File: src/rtl/wb_port_arbiter_pkg.sv
// Shared widths, the x0 register constant and the buffered LLU result entry.
package wb_port_arbiter_pkg;

    localparam int AW = 5;
    localparam int DW = 32;
    localparam logic [AW-1:0] X0 = '0;

    typedef struct packed {
        logic          live;
        logic [AW-1:0] rd;
        logic [DW-1:0] data;
    } entry_t;

endpackage

File: src/rtl/wb_port_arbiter_if.sv
// Signal bundle between the writeback stage, the LLU and the register-file port.
interface wb_port_arbiter_if;
    import wb_port_arbiter_pkg::*;

    logic          pipe_we;
    logic [AW-1:0] pipe_waddr;
    logic [DW-1:0] pipe_wdata;

    // An LLU result transfers in any cycle where llu_valid && llu_ready; llu_valid
    // and the payload hold until that cycle, and llu_ready does not depend on llu_valid.
    logic          llu_valid;
    logic [AW-1:0] llu_rd;
    logic [DW-1:0] llu_data;
    logic          llu_ready;

    logic          stall_pipe;
    logic          rf_we;
    logic [AW-1:0] rf_waddr;
    logic [DW-1:0] rf_wdata;
    logic          pend_busy;

    modport slave (
        input  pipe_we, pipe_waddr, pipe_wdata, llu_valid, llu_rd, llu_data,
        output llu_ready, stall_pipe, rf_we, rf_waddr, rf_wdata, pend_busy
    );

    modport master (
        output pipe_we, pipe_waddr, pipe_wdata, llu_valid, llu_rd, llu_data,
        input  llu_ready, stall_pipe, rf_we, rf_waddr, rf_wdata, pend_busy
    );

endinterface

File: src/rtl/wb_llu_fifo.sv
// DEPTH-entry LLU result buffer; every entry can be killed by a younger write to its rd.
module wb_llu_fifo
    import wb_port_arbiter_pkg::*;
#(
    parameter int DEPTH = 4
) (
    input  logic          clk,
    input  logic          rst,
    input  logic          push,
    input  entry_t        push_entry,
    input  logic          pop,
    input  logic          kill_en,
    input  logic [AW-1:0] kill_rd,
    output entry_t        head,
    output logic          empty,
    output logic          full,
    output logic          busy
);

    localparam int PW = $clog2(DEPTH);
    localparam logic [PW:0] PTR_ONE = {{PW{1'b0}}, 1'b1};

    entry_t      mem [DEPTH];
    logic [PW:0] wr_ptr;
    logic [PW:0] rd_ptr;

    assign empty = (wr_ptr == rd_ptr);
    assign full  = (wr_ptr[PW] != rd_ptr[PW]) && (wr_ptr[PW-1:0] == rd_ptr[PW-1:0]);
    assign head  = mem[rd_ptr[PW-1:0]];

    // Popped slots have their live bit cleared, so only occupied slots can be live.
    always_comb begin
        busy = 1'b0;
        for (int i = 0; i < DEPTH; i++) begin
            busy = busy | mem[i].live;
        end
    end

    always_ff @(posedge clk or posedge rst) begin
        if (rst) begin
            wr_ptr <= '0;
            rd_ptr <= '0;
            for (int i = 0; i < DEPTH; i++) begin
                mem[i] <= '0;
            end
        end else begin
            for (int i = 0; i < DEPTH; i++) begin
                if (kill_en && (mem[i].rd == kill_rd)) begin
                    mem[i].live <= 1'b0;
                end
            end
            if (pop) begin
                mem[rd_ptr[PW-1:0]].live <= 1'b0;
                rd_ptr <= rd_ptr + PTR_ONE;
            end
            if (push) begin
                mem[wr_ptr[PW-1:0]] <= push_entry;
                wr_ptr <= wr_ptr + PTR_ONE;
            end
        end
    end

endmodule

File: src/rtl/wb_port_arbiter.sv
// Shares the register-file write port between pipeline writeback and buffered LLU results.
module wb_port_arbiter
    import wb_port_arbiter_pkg::*;
#(
    parameter int DEPTH        = 4,
    parameter int STARVE_LIMIT = 8
) (
    input  logic               clk,
    input  logic               rst,
    wb_port_arbiter_if.slave   bus
);

    localparam int CW = $clog2(STARVE_LIMIT + 1);
    localparam logic [CW-1:0] CNT_ONE = {{(CW-1){1'b0}}, 1'b1};

    entry_t        head;
    entry_t        push_entry;
    logic          empty;
    logic          full;
    logic          busy;
    logic          pipe_eff;
    logic          head_ok;
    logic          grant_head;
    logic          pop;
    logic          push;
    logic          stall_q;
    logic [CW-1:0] wait_cnt;
    logic [CW-1:0] cnt_next;

    assign pipe_eff   = bus.pipe_we && (bus.pipe_waddr != X0) && !stall_q;
    assign head_ok    = !empty && head.live && (head.rd != X0);
    assign grant_head = !pipe_eff && head_ok;
    // Dead or x0 heads leave without touching the port.
    assign pop        = !empty && (grant_head || !head.live || (head.rd == X0));
    assign push       = bus.llu_valid && !full;

    // The pipe write is younger, so a same-cycle LLU result to the same rd is born dead.
    always_comb begin
        push_entry      = '0;
        push_entry.live = !(pipe_eff && (bus.pipe_waddr == bus.llu_rd));
        push_entry.rd   = bus.llu_rd;
        push_entry.data = bus.llu_data;
    end

    wb_llu_fifo #(.DEPTH(DEPTH)) u_fifo (
        .clk        (clk),
        .rst        (rst),
        .push       (push),
        .push_entry (push_entry),
        .pop        (pop),
        .kill_en    (pipe_eff),
        .kill_rd    (bus.pipe_waddr),
        .head       (head),
        .empty      (empty),
        .full       (full),
        .busy       (busy)
    );

    always_comb begin
        bus.rf_we    = 1'b0;
        bus.rf_waddr = '0;
        bus.rf_wdata = '0;
        if (pipe_eff) begin
            bus.rf_we    = 1'b1;
            bus.rf_waddr = bus.pipe_waddr;
            bus.rf_wdata = bus.pipe_wdata;
        end else if (grant_head) begin
            bus.rf_we    = 1'b1;
            bus.rf_waddr = head.rd;
            bus.rf_wdata = head.data;
        end
    end

    // A head still in place is live and was passed over by the pipe.
    always_comb begin
        cnt_next = '0;
        if (!empty && !pop) begin
            cnt_next = wait_cnt + CNT_ONE;
        end
    end

    always_ff @(posedge clk or posedge rst) begin
        if (rst) begin
            wait_cnt <= '0;
            stall_q  <= 1'b0;
        end else begin
            wait_cnt <= cnt_next;
            stall_q  <= (cnt_next == CW'(STARVE_LIMIT));
        end
    end

    assign bus.stall_pipe = stall_q;
    assign bus.llu_ready  = !full;
    assign bus.pend_busy  = busy;

endmodule

File: src/flat_wrapper.sv
// flat-port wrapper written by rule: the top's interface ports become plain ports
module wb_port_arbiter_flat import wb_port_arbiter_pkg::*;
#(
    parameter int DEPTH        = 4,
    parameter int STARVE_LIMIT = 8
)
  (clk, rst, bus_pipe_we, bus_pipe_waddr, bus_pipe_wdata, bus_llu_valid, bus_llu_rd, bus_llu_data, bus_llu_ready, bus_stall_pipe, bus_rf_we, bus_rf_waddr, bus_rf_wdata, bus_pend_busy);
  wb_port_arbiter_if bus_i ();
  input  logic clk;
  input  logic rst;
  input wire logic [$bits(bus_i.pipe_we)-1:0] bus_pipe_we;
  input wire logic [$bits(bus_i.pipe_waddr)-1:0] bus_pipe_waddr;
  input wire logic [$bits(bus_i.pipe_wdata)-1:0] bus_pipe_wdata;
  input wire logic [$bits(bus_i.llu_valid)-1:0] bus_llu_valid;
  input wire logic [$bits(bus_i.llu_rd)-1:0] bus_llu_rd;
  input wire logic [$bits(bus_i.llu_data)-1:0] bus_llu_data;
  output wire logic [$bits(bus_i.llu_ready)-1:0] bus_llu_ready;
  output wire logic [$bits(bus_i.stall_pipe)-1:0] bus_stall_pipe;
  output wire logic [$bits(bus_i.rf_we)-1:0] bus_rf_we;
  output wire logic [$bits(bus_i.rf_waddr)-1:0] bus_rf_waddr;
  output wire logic [$bits(bus_i.rf_wdata)-1:0] bus_rf_wdata;
  output wire logic [$bits(bus_i.pend_busy)-1:0] bus_pend_busy;
  assign bus_i.pipe_we = bus_pipe_we;
  assign bus_i.pipe_waddr = bus_pipe_waddr;
  assign bus_i.pipe_wdata = bus_pipe_wdata;
  assign bus_i.llu_valid = bus_llu_valid;
  assign bus_i.llu_rd = bus_llu_rd;
  assign bus_i.llu_data = bus_llu_data;
  assign bus_llu_ready = bus_i.llu_ready;
  assign bus_stall_pipe = bus_i.stall_pipe;
  assign bus_rf_we = bus_i.rf_we;
  assign bus_rf_waddr = bus_i.rf_waddr;
  assign bus_rf_wdata = bus_i.rf_wdata;
  assign bus_pend_busy = bus_i.pend_busy;
  wb_port_arbiter #(.DEPTH(DEPTH), .STARVE_LIMIT(STARVE_LIMIT)) u_core (.clk(clk), .rst(rst), .bus(bus_i));
endmodule
File: config.mk
export PLATFORM = sky130hd
export DESIGN_NAME = wb_port_arbiter_flat
export DESIGN_NICKNAME = d
export VERILOG_FILES = /design/src/rtl/wb_port_arbiter_pkg.sv /design/src/rtl/wb_port_arbiter_if.sv /design/src/rtl/wb_llu_fifo.sv /design/src/rtl/wb_port_arbiter.sv /design/src/flat_wrapper.sv
export SDC_FILE = /design/constraint.sdc
export NUM_CORES = 1
export LEC_CHECK = 0
export CAP_MARGIN = 20
export CORE_MARGIN = 4
export CORE_UTILIZATION = 56
export CTS_BUF_LIST = sky130_fd_sc_hd__clkbuf_8
export DETAILED_ROUTE_END_ITERATION = 12
export GPL_TIMING_DRIVEN = 0
export PLACE_DENSITY = 0.82
export REMOVE_ABC_BUFFERS = 1
export SYNTH_ARGS = -nofsm -noshare
export SYNTH_HDL_FRONTEND = slang
export SYNTH_SLANG_ARGS = --single-unit
export TNS_END_PERCENT = 100
File: constraint.sdc
create_clock -name clk -period 8.1 [get_ports clk]
set_input_delay 2.025 -clock clk [delete_from_list [all_inputs] [get_ports clk]]
set_output_delay 2.025 -clock clk [all_outputs]
set_load 0.02 [all_outputs]
Yosys cells after proc, flatten, opt, wreduce, memory -nomap -nowiden
Index checks and enable logic that the tools add are counted.
{ "totals": {"regBits": 163, "inputBits": 78, "output_inout_bits": 41} }
{ "classes": {"add_sub_neg": 3, "order_cmp": 4, "eq_ne": 9, "muxes": 22, "bitwise_logic": 5, "reduce_logical": 28} }
{ "op_table": {"columns": ["op", "n"], "rows": [
  ["$bwmux 152", 2],
  ["$mux 152", 2],
  ["$demux 38 s2", 2],
  ["$mux 38", 4],
  ["$bmux 38 s2", 1],
  ["$mux 32", 2],
  ["$eq 5x5->1", 5],
  ["$logic_and 1x1->1", 16],
  ["$mux 5", 2],
  ["$reduce_bool 5->1", 2],
  ["$logic_not 1->1", 7],
  ["$add 3x1->3 const B", 2],
  ["$ge 3x3->1 const B", 2],
  ["$lt 3x1->1 const B", 2],
  ["$mux 1", 6],
  ["$not 2->3", 2],
  ["$logic_not 5->1", 1],
  ["$add 4x1->4 const B", 1],
  ["$eq 4x4->1 const B", 1],
  ["$mux 4", 1],
  ["$eq 3x3->1", 1],
  ["$or 1x1->1", 3],
  ["$eq 2x2->1", 1],
  ["$logic_or 1x1->1", 2],
  ["$ne 1x1->1", 1]
]} }

Longest topological paths before layout
Gate-level depths: netlist (run 1).
{ "logic_depth": {"word_depth": 14, "ltp_mapped": 9} }

By module
Synthesis (run 1) repeated with hierarchy kept, for this count alone.
{ "unflattened": {"hier_cells": 607, "hier_area_um2": 8411.8} }
{ "by_module_without_submodules": {"columns": ["mod", "instances", "cells_per_inst", "area_each_um2"], "rows": [
  ["wb_llu_fifo", 1, 444, 7247.0],
  ["wb_port_arbiter", 1, 163, 1164.9]
]} }

Worst setup path before layout (run 1)
OpenSTA, ideal clock, no wires.
{ "synth_timing": {"path_kind": "in2out", "from": "in bus_pipe_waddr[3]", "to": "out bus_rf_waddr[0]", "t_arrival_ns": 3.561, "required_time_ns": 6.075, "path_slack_ns": 2.514, "path_stages": 6, "path_cell_list": "buf_4 -> or4_4 -> o21a_4 -> buf_2 -> buf_2 -> a22o_1"} }
{ "synth_via": {"elab_chain_len": 7} }
{ "synth_rtl": {"columns": ["element", "line", "text"], "rows": [
  ["start, declared", "flat_wrapper.sv:12", "input wire logic [$bits(bus_i.pipe_waddr)-1:0] bus_pipe_waddr;"],
  ["$reduce_bool 5->1 (*)", "wb_port_arbiter.sv:30", "assign pipe_eff = bus.pipe_we && (bus.pipe_waddr != X0) && !stall_q;"],
  ["$logic_and 1x1->1 (*) (2 in series)", "wb_port_arbiter.sv:30", null],
  ["$logic_not 1->1", "wb_port_arbiter.sv:32", "assign grant_head = !pipe_eff && head_ok;"],
  ["$logic_and 1x1->1", "wb_port_arbiter.sv:32", null],
  ["$mux 5", "wb_port_arbiter.sv:67", "end else if (grant_head) begin"],
  ["$mux 5 (*)", "wb_port_arbiter.sv:63", "if (pipe_eff) begin"],
  ["end, declared", "flat_wrapper.sv:20", "output wire logic [$bits(bus_i.rf_waddr)-1:0] bus_rf_waddr;"]
]} }
Every way passes the cells marked *; elsewhere a longest branch is shown, timed or not.

Final worst setup path (run 1)
{ "layout_timing": {"from": "in bus_pipe_waddr[3]", "to": "out bus_rf_wdata[27]"} }
{ "layout_via": {"elab_chain_len": 7} }
{ "layout_rtl": {"columns": ["element", "line", "text"], "rows": [
  ["$reduce_bool 5->1 (*)", "wb_port_arbiter.sv:30", null],
  ["$logic_and 1x1->1 (*) (2 in series)", "wb_port_arbiter.sv:30", null],
  ["$logic_not 1->1", "wb_port_arbiter.sv:32", null],
  ["$logic_and 1x1->1", "wb_port_arbiter.sv:32", null],
  ["$mux 32", "wb_port_arbiter.sv:67", null],
  ["$mux 32 (*)", "wb_port_arbiter.sv:63", null],
  ["end, declared", "flat_wrapper.sv:21", "output wire logic [$bits(bus_i.rf_wdata)-1:0] bus_rf_wdata;"]
]} }
Marked as above.

==> flow_summary.yaml, run 1 <==
sta:
  clock.fmax_mhz: 141.2
  drv_slew: 0
  setup_viol: 0
  rsz0062_at_grt: "false"
  slew_headroom: 0.4210
  tightest_slew_ns: 0.8686
  fin_crit_ns: 7.083
  holdWs_ns: 0.4900
  final_hold_viol_count: 0
  fin_crit_sh: 0.8745
  skew_ns: 0.01194
synthesis:
  synth.area.top_cells: "dfrtp_1 51%, mux2_2 20%, mux4_2 11%"
  avgSynthCellArea_um2: 15.22
  synth-async-reset-ratio: 1.000
  synth_cell_types: 38
  synth_ff_type: "dfrtp_1"
  synth_top_area_share: 0.5114
  synth_edf_count: 0
  syn_inst: 524
  yosysWarnings: 0
  syn_area_um2: 7976
  yosys.area.top_type: "dfrtp_1"
  yosysSeqAreaShare: 0.5114
  synth_seq_cells: 163
  synth_common_cells: "163 x dfrtp_1, 140 x mux2_2, 38 x mux4_2, 37 x a22o_1, 20 x xnor2_1"
  synth_most_common_cell: "dfrtp_1"
pwr:
  power_density_nw_per_um2: 395.3
  ir_drop_mv: 0.2230
  p_sw_w: 0.001276
  p_leak_nw: 3.982
  p_seq_frac: 0.401
  p_comb_frac: 0.447
  p_int_w: 0.002540
  swShare: 0.3343
  power_frac_clock: 0.152
clock_network:
  post_cts_resized: 0
  cts_tree: "yes"
  cts_made_buffers: 17
  clk_latency_ns: 0.45
  cts_buffer_depth: 2
  clkTransAtPathRegs_ns: 0.08
  root_buffer: "clkbuf_8"
  clock_sinks: 163
  post_cts_buffers: 0
  htreeDepth: 4
  hold_buffers: 0
critical_path:
  path_cells: "clkdlybuf4s50_1 > or4_4 > o21a_4 > nor2_8 > a22o_1 > clkdlybuf4s50_1"
  end_kind: "output pin"
  path_delay_family: "buffers and inverters"
  cpMaxStageDelayCell: "clkdlybuf4s50_1"
  startpoint_type: "primary input"
  cp_max_fo: 40
  cp.required_ns: 6.08
  slowest_delay_ns: 0.63
  crit_buf_inv: 2
  cp.arrival_ns: 5.06
  cp_common_cell: "clkdlybuf4s50_1"
  path_class: "primary input to output pin"
routing:
  first_iter_violations: 347
  wl_per_cell_um: 20.26
  drt-total-wl_um: 16600
  num_vias: 4849
  drt_pre_antenna_iters: 4
  drc_errors: 0
  viasPerCell: 5.921
  ant_nets: 0
global_routing:
  antenna_found_initial: 0
  grt_use_met3: 0.05602
  grt_max_degree: 101
  grt.overflow.total: 0
  met1_usage: 0.2793
  grt_pass1_vias: 5398
  busiest_layer: "met2"
  grt_util_met2: 0.3713
  grt_pass1_wl_um: 27510
  grt_usage: 0.2179
floorplanning:
  die_h_um: 127.3
  pin_count: 119
  rows: 43
  initial_core_util: 0.5724
  core_um2: 13930
  die_w_um: 127.3
  die_area_um2: 16220
placed_design:
  hpwl_um: 10790
  gp_congestion: 0.7980
  port_buffers: 118
final_layout:
  final_nets: 717
  drive_above_1_share: 0.3552
  diodes: 0
  final_util: 0.6927
  syn2layout_area_growth_pct: 21.02
flow_run:
  maxCapViolCount: 0
worst_hold_path:
  hp-class: "register to register"
outcome:
  status: "complete, no violations"
==> metal layers <==
metal | routed length, um | vias to the layer above
li1 | - | 2167
met1 | 6949 | 2531
met2 | 8458 | 139
met3 | 1036 | 12
met4 | 152 | 0
met5 | 0 | -
==> metrics by stage <==
| step | cells | instance area (um2) | setup WS [ns] | power (W) | TNS (ns) |
|---|---|---|---|---|---|
| after floorplan | 487 | 7724 | 1.670 | 0.002720 | 0 |
| after global placement | 785 | 9130 | -0.1100 | 0.003185 | -15.91 |
| after detailed placement | 791 | 9278 | 0.9937 | 0.003269 | 0 |
| after CTS | 819 | 9653 | 0.9975 | 0.003852 | 0 |
| after global routing | 819 | 9653 | 0.9150 | 0.004051 | 0 |
| final | 819 | 9653 | 1.017 | 0.003816 | 0 |
==> flip-flops by register name (all words and copies together) (netlist names) <==
register / cells
u_core.u_fifo.wr_ptr: 3
u_core.u_fifo.rd_ptr: 3
u_core.u_fifo.mem: 152
u_core.bus.stall_pipe: 1
u_core.wait_cnt: 4
==> cell type report <==
cell class / instances / area, um2
multi-input cells: 317 / 3628
clock inverters: 11 / 141.4
flip-flops and latches: 163 / 4084
well taps: 180 / 225.2
fillers: 952 / 4282
clock buffers: 17 / 234.0
inverters: 7 / 31.28
repair buffers: 124 / 1309
==> path summary, 6_finish.rpt <==
path                                          from                      end  slack [ns]  depth (start not counted)
setup / recovery                 bus_pipe_waddr[3]         bus_rf_wdata[27]        1.02                          6
hold / removal                  u_core.wait_cnt[0]       u_core.wait_cnt[0]        0.49                          1
setup reg to reg           u_core.u_fifo.rd_ptr[0]   u_core.u_fifo.mem[141]        5.29                          5
hold reg to reg                 u_core.wait_cnt[0]       u_core.wait_cnt[0]        0.49                          1
max in group asynchronous                      rst  u_core.u_fifo.rd_ptr[0]        5.17                          3
min in group asynchronous                      rst   u_core.u_fifo.mem[129]        2.03                          2
==> cell families (layout without fill, tap and decap cells) <==
| logic type | Yosys count | after routing | synth area share |
|---|---|---|---|
| mux | 187 | 187 | 0.3176 |
| flops | 163 | 163 | 0.5114 |
| compound gates | 55 | 55 | 0.05961 |
| buf+inv | 44 | 159 | 0.03498 |
| xor+xnor | 35 | 35 | 0.03937 |
| simple gates | 31 | 31 | 0.02290 |
| fa+ha+maj | 9 | 9 | 0.01412 |
==> power by group through the flow <==
stage / sequential [W] / clock, W / combinational [W]
after floorplan: 0.00146 / 0 / 0.00126
after global placement: 0.00154 / 0 / 0.00165
after detailed placement: 0.00155 / 0 / 0.00172
after CTS: 0.00154 / 0.000591 / 0.00172
after global routing: 0.00159 / 0.000629 / 0.00183
final: 0.00153 / 0.000579 / 0.00170
==> cells in the final DEF, fill, tap and decap left out, types with 4 or more instances in the layout <==
cell | synthesis | layout
nand3_1 | 4 | 4
a22o_1 | 37 | 37
nand4_1 | 4 | 4
o22ai_1 | 4 | 4
inv_1 | 7 | 7
nand2_2 | 0 | 4
ha_1 | 9 | 9
mux2_1 | 9 | 9
dfrtp_1 | 163 | 161
nor2_1 | 5 | 5
xor2_1 | 14 | 14
clkbuf_8 | 0 | 17
mux2_2 | 140 | 140
mux4_2 | 38 | 38
xnor2_1 | 20 | 20
clkdlybuf4s50_1 | 0 | 118
o311ai_1 | 4 | 4
buf_12 | 1 | 5
No activity file was read; power rests on OpenSTA's default activity.
==> inputs of run 2 (changes only) <==
- CAP_MARGIN: 20 -> not set
==> run 2 against run 1 <==
Compared with the run above:
- global-route usage about the same
- routed wire length up 0.78%
- final cell count up 0.37%
- sequential power about the same
==> flow_summary.yaml, run 2 (synthesis gave the netlist of run 1 again) <==
sta:
  tightest_slew_ns: 0.8749
  clock.fmax_mhz: 140.8
  setup_viol: 0
  fin_crit_sh: 0.8771
  final_hold_viol_count: 0
  slew_headroom: 0.4167
  skew_ns: 0.01165
  drv_slew: 0
  rsz0062_at_grt: "false"
  fin_crit_ns: 7.104
  fin_ws_ns: 0.9957
final_layout:
  final_nets: 717
  layout_commonest_cell: "dfrtp_1"
  largest_register_ffs: 152
  syn2layout_area_growth_pct: 21.73
  stdcell_count: 822
  final_cell_mix: "161 x dfrtp_1, 140 x mux2_2, 118 x clkdlybuf4s50_1"
  final_util: 0.6968
  drive_above_1_share: 0.3567
  diodes: 0
  largest_register: "u_core.u_fifo.mem"
  top_regs: "u_core.u_fifo.mem x152, u_core.wait_cnt x4"
  fin_area_um2: 9709
clock_network:
  cts_buffer_depth: 2
  clk_latency_ns: 0.45
  cts_made_buffers: 17
  root_buffer: "clkbuf_8"
  cts_tree: "yes"
  clock_sinks: 163
  clkTransAtPathRegs_ns: 0.08
  post_cts_buffers: 0
  htreeDepth: 4
  post_cts_resized: 0
  hold_buffers: 0
placed_design:
  place_area_um2: 9278
  dp_cells: 791
  hpwl_um: 10760
  pre_cts_ws_ns: 1.002
  gp_congestion: 0.7980
  port_buffers: 118
floorplanning:
  initial_core_util: 0.5724
  die_area_um2: 16220
  core_um2: 13930
  rows: 43
  die_h_um: 127.3
  pin_count: 119
  die_w_um: 127.3
routing:
  drc_errors: 0
  drt-total-wl_um: 16730
  drt_pre_antenna_iters: 4
  ant_nets: 0
  wl_per_cell_um: 20.35
  first_iter_violations: 336
  viasPerCell: 5.945
  num_vias: 4887
outcome:
  status: "complete, no violations"
critical_path:
  path_class: "primary input to output pin"
  endpoint: "bus_rf_wdata[27]"
  cp.required_ns: 6.08
  end_kind: "output pin"
  cp_common_cell: "clkdlybuf4s50_1"
  cp.arrival_ns: 5.08
  path_cells: "clkdlybuf4s50_1 > or4_4 > o21a_4 > nor2_8 > a22o_1 > clkdlybuf4s50_1"
  slowest_delay_ns: 0.63
  cpMaxStageDelayCell: "clkdlybuf4s50_1"
  r2r_end: "u_core.u_fifo.rd_ptr[1]"
  r2r_start: "u_core.u_fifo.rd_ptr[0]"
  startpoint: "bus_pipe_waddr[0]"
  startpoint_type: "primary input"
  r2r_setup_slack_ns: 5.28
  worstRegToRegCells: 5
  cp_max_fo: 40
global_routing:
  grt_pass1_vias: 5311
  busiest_layer: "met2"
  grt_max_degree: 101
  met1_usage: 0.2884
  grt.overflow.total: 0
  antenna_found_initial: 0
  grt_pass1_wl_um: 27500
  grt_util_met2: 0.3580
  grt_usage: 0.2175
  grt_use_met3: 0.05936
flow_run:
  maxCapViolCount: 0
pwr:
  p_leak_nw: 4.014
  ir_drop_mv: 0.2002
  power_density_nw_per_um2: 399.9
worst_hold_path:
  hp-class: "register to register"
## run 2: cell types whose count changed in the layout (fill, tap and decap cells not counted)
cell and delta:
inv_6 +2, clkbuf_8 +1, clkinv_4 +1, inv_1 +1, bufinv_16 +1, clkinv_2 -2, clkinvlp_4 -1
## run 2: worst min-delay path by stage
stage | endpoint | slack, ns | cells past startpoint | from
after floorplan | u_core.wait_cnt[0] | 0.45 | 1 | u_core.wait_cnt[0]
after global placement | u_core.wait_cnt[0] | 0.46 | 1 | u_core.wait_cnt[0]
after detailed placement | u_core.u_fifo.mem[76] | 0.48 | 1 | u_core.u_fifo.mem[76]
after CTS | u_core.wait_cnt[0] | 0.50 | 1 | u_core.wait_cnt[0]
after global routing | u_core.wait_cnt[0] | 0.51 | 1 | u_core.wait_cnt[0]
final | u_core.wait_cnt[0] | 0.50 | 1 | u_core.wait_cnt[0]
## run 2: final cells by class
type	instances	area [um2]
tap	180	225.2
timing repair buffer	124	1309
multi-input combinational	317	3628
clock inverter	13	183.9
inverter	7	31.28
sequential	163	4084
fill	946	4225
clock buffer	18	247.7
## run 2: worst max-delay path: cells and delay by family
family	cells	cell delay, ns
buf+inv	2	1.23
simple gates	2	1.17
compound gates	2	0.62
## run 2: metrics by stage
step                      total power (W)  setup TNS [ns]  hold slack [ns]
after floorplan                  0.002720               0           0.4495
after global placement           0.003185          -15.91           0.4633
after detailed placement         0.003268               0           0.4846
after CTS                        0.003917               0           0.4979
after global routing             0.004111               0           0.5140
final                            0.003883               0           0.4981
## run 2: where the power goes
group | internal, W | switching, W | total (W)
Clock | 0.000344 | 0.000298 | 0.000641
Combinational | 0.00102 | 0.000691 | 0.00171
Sequential | 0.00123 | 0.000306 | 0.00153
## run 2: metal layers
metal / part of all wire / wire, um
met5: 0 / 0
met4: 0.0090 / 151
met3: 0.055 / 917
met2: 0.51 / 8457
met1: 0.43 / 7199
==> inputs of run 3 (changes only) <==
- MAX_ROUTING_LAYER: not set -> met4
==> run 3 against run 2 <==
Compared with the run above:
- utilization unchanged
- first-iteration DRC count fell by 9.2%
- routed wire length shrank 0.16%
- die area is the same
- register-to-register slack barely moved
- clock skew fell by 0.00076 ns
- final cell count stayed put
- combinational power about the same
==> flow_summary.yaml, run 3 (synthesis gave the netlist of run 1 again) <==
outcome:
  status: "complete, no violations"
critical_path:
  cp_common_cell: "clkdlybuf4s50_1"
  cp.arrival_ns: 5.07
  slowest_delay_ns: 0.62
  cp.required_ns: 6.08
  r2r_setup_slack_ns: 5.28
  cpMaxStageDelayCell: "or4_4"
  worstRegToRegCells: 5
  r2r_start: "u_core.u_fifo.rd_ptr[0]"
  startpoint: "bus_pipe_waddr[0]"
  crit_buf_inv: 2
  end_kind: "output pin"
  path_class: "primary input to output pin"
  cp_max_fo: 40
  path_cells: "clkdlybuf4s50_1 > or4_4 > o21a_4 > nor2_8 > a22o_1 > clkdlybuf4s50_1"
  path_delay_family: "buffers and inverters"
  startpoint_type: "primary input"
  r2r_end: "u_core.u_fifo.rd_ptr[1]"
sta:
  final_hold_viol_count: 0
  slew_headroom: 0.4168
  setup_total_negative_slack_ns: 0
  fin_crit_ns: 7.094
  tightest_slew_ns: 0.8748
  rsz0062_at_grt: "false"
  setup_viol: 0
  skew_ns: 0.01090
  drv_slew: 0
  holdWs_ns: 0.4982
  fin_crit_sh: 0.8758
  clock.fmax_mhz: 141.0
pwr:
  power_density_nw_per_um2: 399.7
  ir_drop_mv: 0.1995
  p_leak_nw: 4.014
global_routing:
  grt_pass1_wl_um: 27480
  grt_max_degree: 101
  antenna_found_initial: 0
  grt_usage: 0.2237
  grt_pass1_vias: 5314
  grt.overflow.total: 0
clock_network:
  post_cts_buffers: 0
  clock_sinks: 163
  post_cts_resized: 0
  cts_made_buffers: 17
  cts_tree: "yes"
  root_buffer: "clkbuf_8"
  cts_buffer_depth: 2
  hold_buffers: 0
  clk_latency_ns: 0.45
  clkTransAtPathRegs_ns: 0.08
  htreeDepth: 4
final_layout:
  drive_above_1_share: 0.3567
  multi_input_comb_area_um2: 3628
  syn2layout_area_growth_pct: 21.73
  ff_latch_area_um2: 4084
  diodes: 0
  fin_area_um2: 9709
  final_nets: 717
  nFillCells: 946
  top_regs: "u_core.u_fifo.mem x152, u_core.wait_cnt x4"
  final_cell_mix: "161 x dfrtp_1, 140 x mux2_2, 118 x clkdlybuf4s50_1"
  largest_register_ffs: 152
  largest_register: "u_core.u_fifo.mem"
  layout_commonest_cell: "dfrtp_1"
routing:
  drt-total-wl_um: 16700
  drc_errors: 0
  num_vias: 4865
  ant_nets: 0
  wl_per_cell_um: 20.32
  first_iter_violations: 305
  viasPerCell: 5.918
  drt_pre_antenna_iters: 4
worst_hold_path:
  hp-class: "register to register"
  min_from: "u_core.wait_cnt[0]"
  whs_endpoint: "u_core.wait_cnt[0]"
  holdPathStages: 1
floorplanning:
  rows: 43
  pin_count: 119
  die_w_um: 127.3
  initial_core_util: 0.5724
  die_h_um: 127.3
  die_area_um2: 16220
  core_um2: 13930
placed_design:
  gp_congestion: 0.8094
  place_area_um2: 9278
  port_buffers: 118
  hpwl_um: 10760
flow_run:
  maxCapViolCount: 0
-- run 3: cell counts in the layout (fill, tap and decap cells not counted) --
No cell type changed its count.
-- run 3: how the worst max path moves through the flow --
stage	end	slack [ns]	cells after the start
6_report	bus_rf_wdata[27]	1.01	6
5_1_grt	bus_rf_wdata[26]	0.90	6
4_1_cts	bus_rf_wdata[27]	0.99	6
3_5_place_dp	bus_rf_wdata[27]	1.00	6
3_3_place_gp	u_core.u_fifo.mem[47]	-0.11	2
2_1_floorplan	u_core.bus.stall_pipe	1.67	1
-- run 3: routing by layer --
metal,part of all wire,vias to the layer above,GRT usage
li1,-,2171,-
met2,0.50,132,0.3583
met3,0.056,14,0.05518
met5,0,-,-
met4,0.0093,0,0.05804
met1,0.43,2548,0.2898
-- run 3: per-stage QoR --
step	utilization	std cells	power (W)	setup slack [ns]
floorplan	-	487	0.002720	1.670
global placement	0.6552	785	0.003185	-0.1100
detailed placement	0.6658	791	0.003268	1.002
CTS	0.6968	822	0.003917	0.9869
global route	0.6968	822	0.004110	0.8955
finish	0.6968	822	0.003881	1.006
-- run 3: report_power, final --
group	internal [W]	switching, W
logic	0.00102	0.000691
registers	0.00123	0.000305
clock network	0.000344	0.000297
-- run 3: cell type report --
class,count,area share
clock buffers,18,0.02552
clock inverters,13,0.01894
inverters,7,0.003222
multi-input cells,317,0.3737
flip-flops and latches,163,0.4206
well taps,180,0.02320
repair buffers,124,0.1348
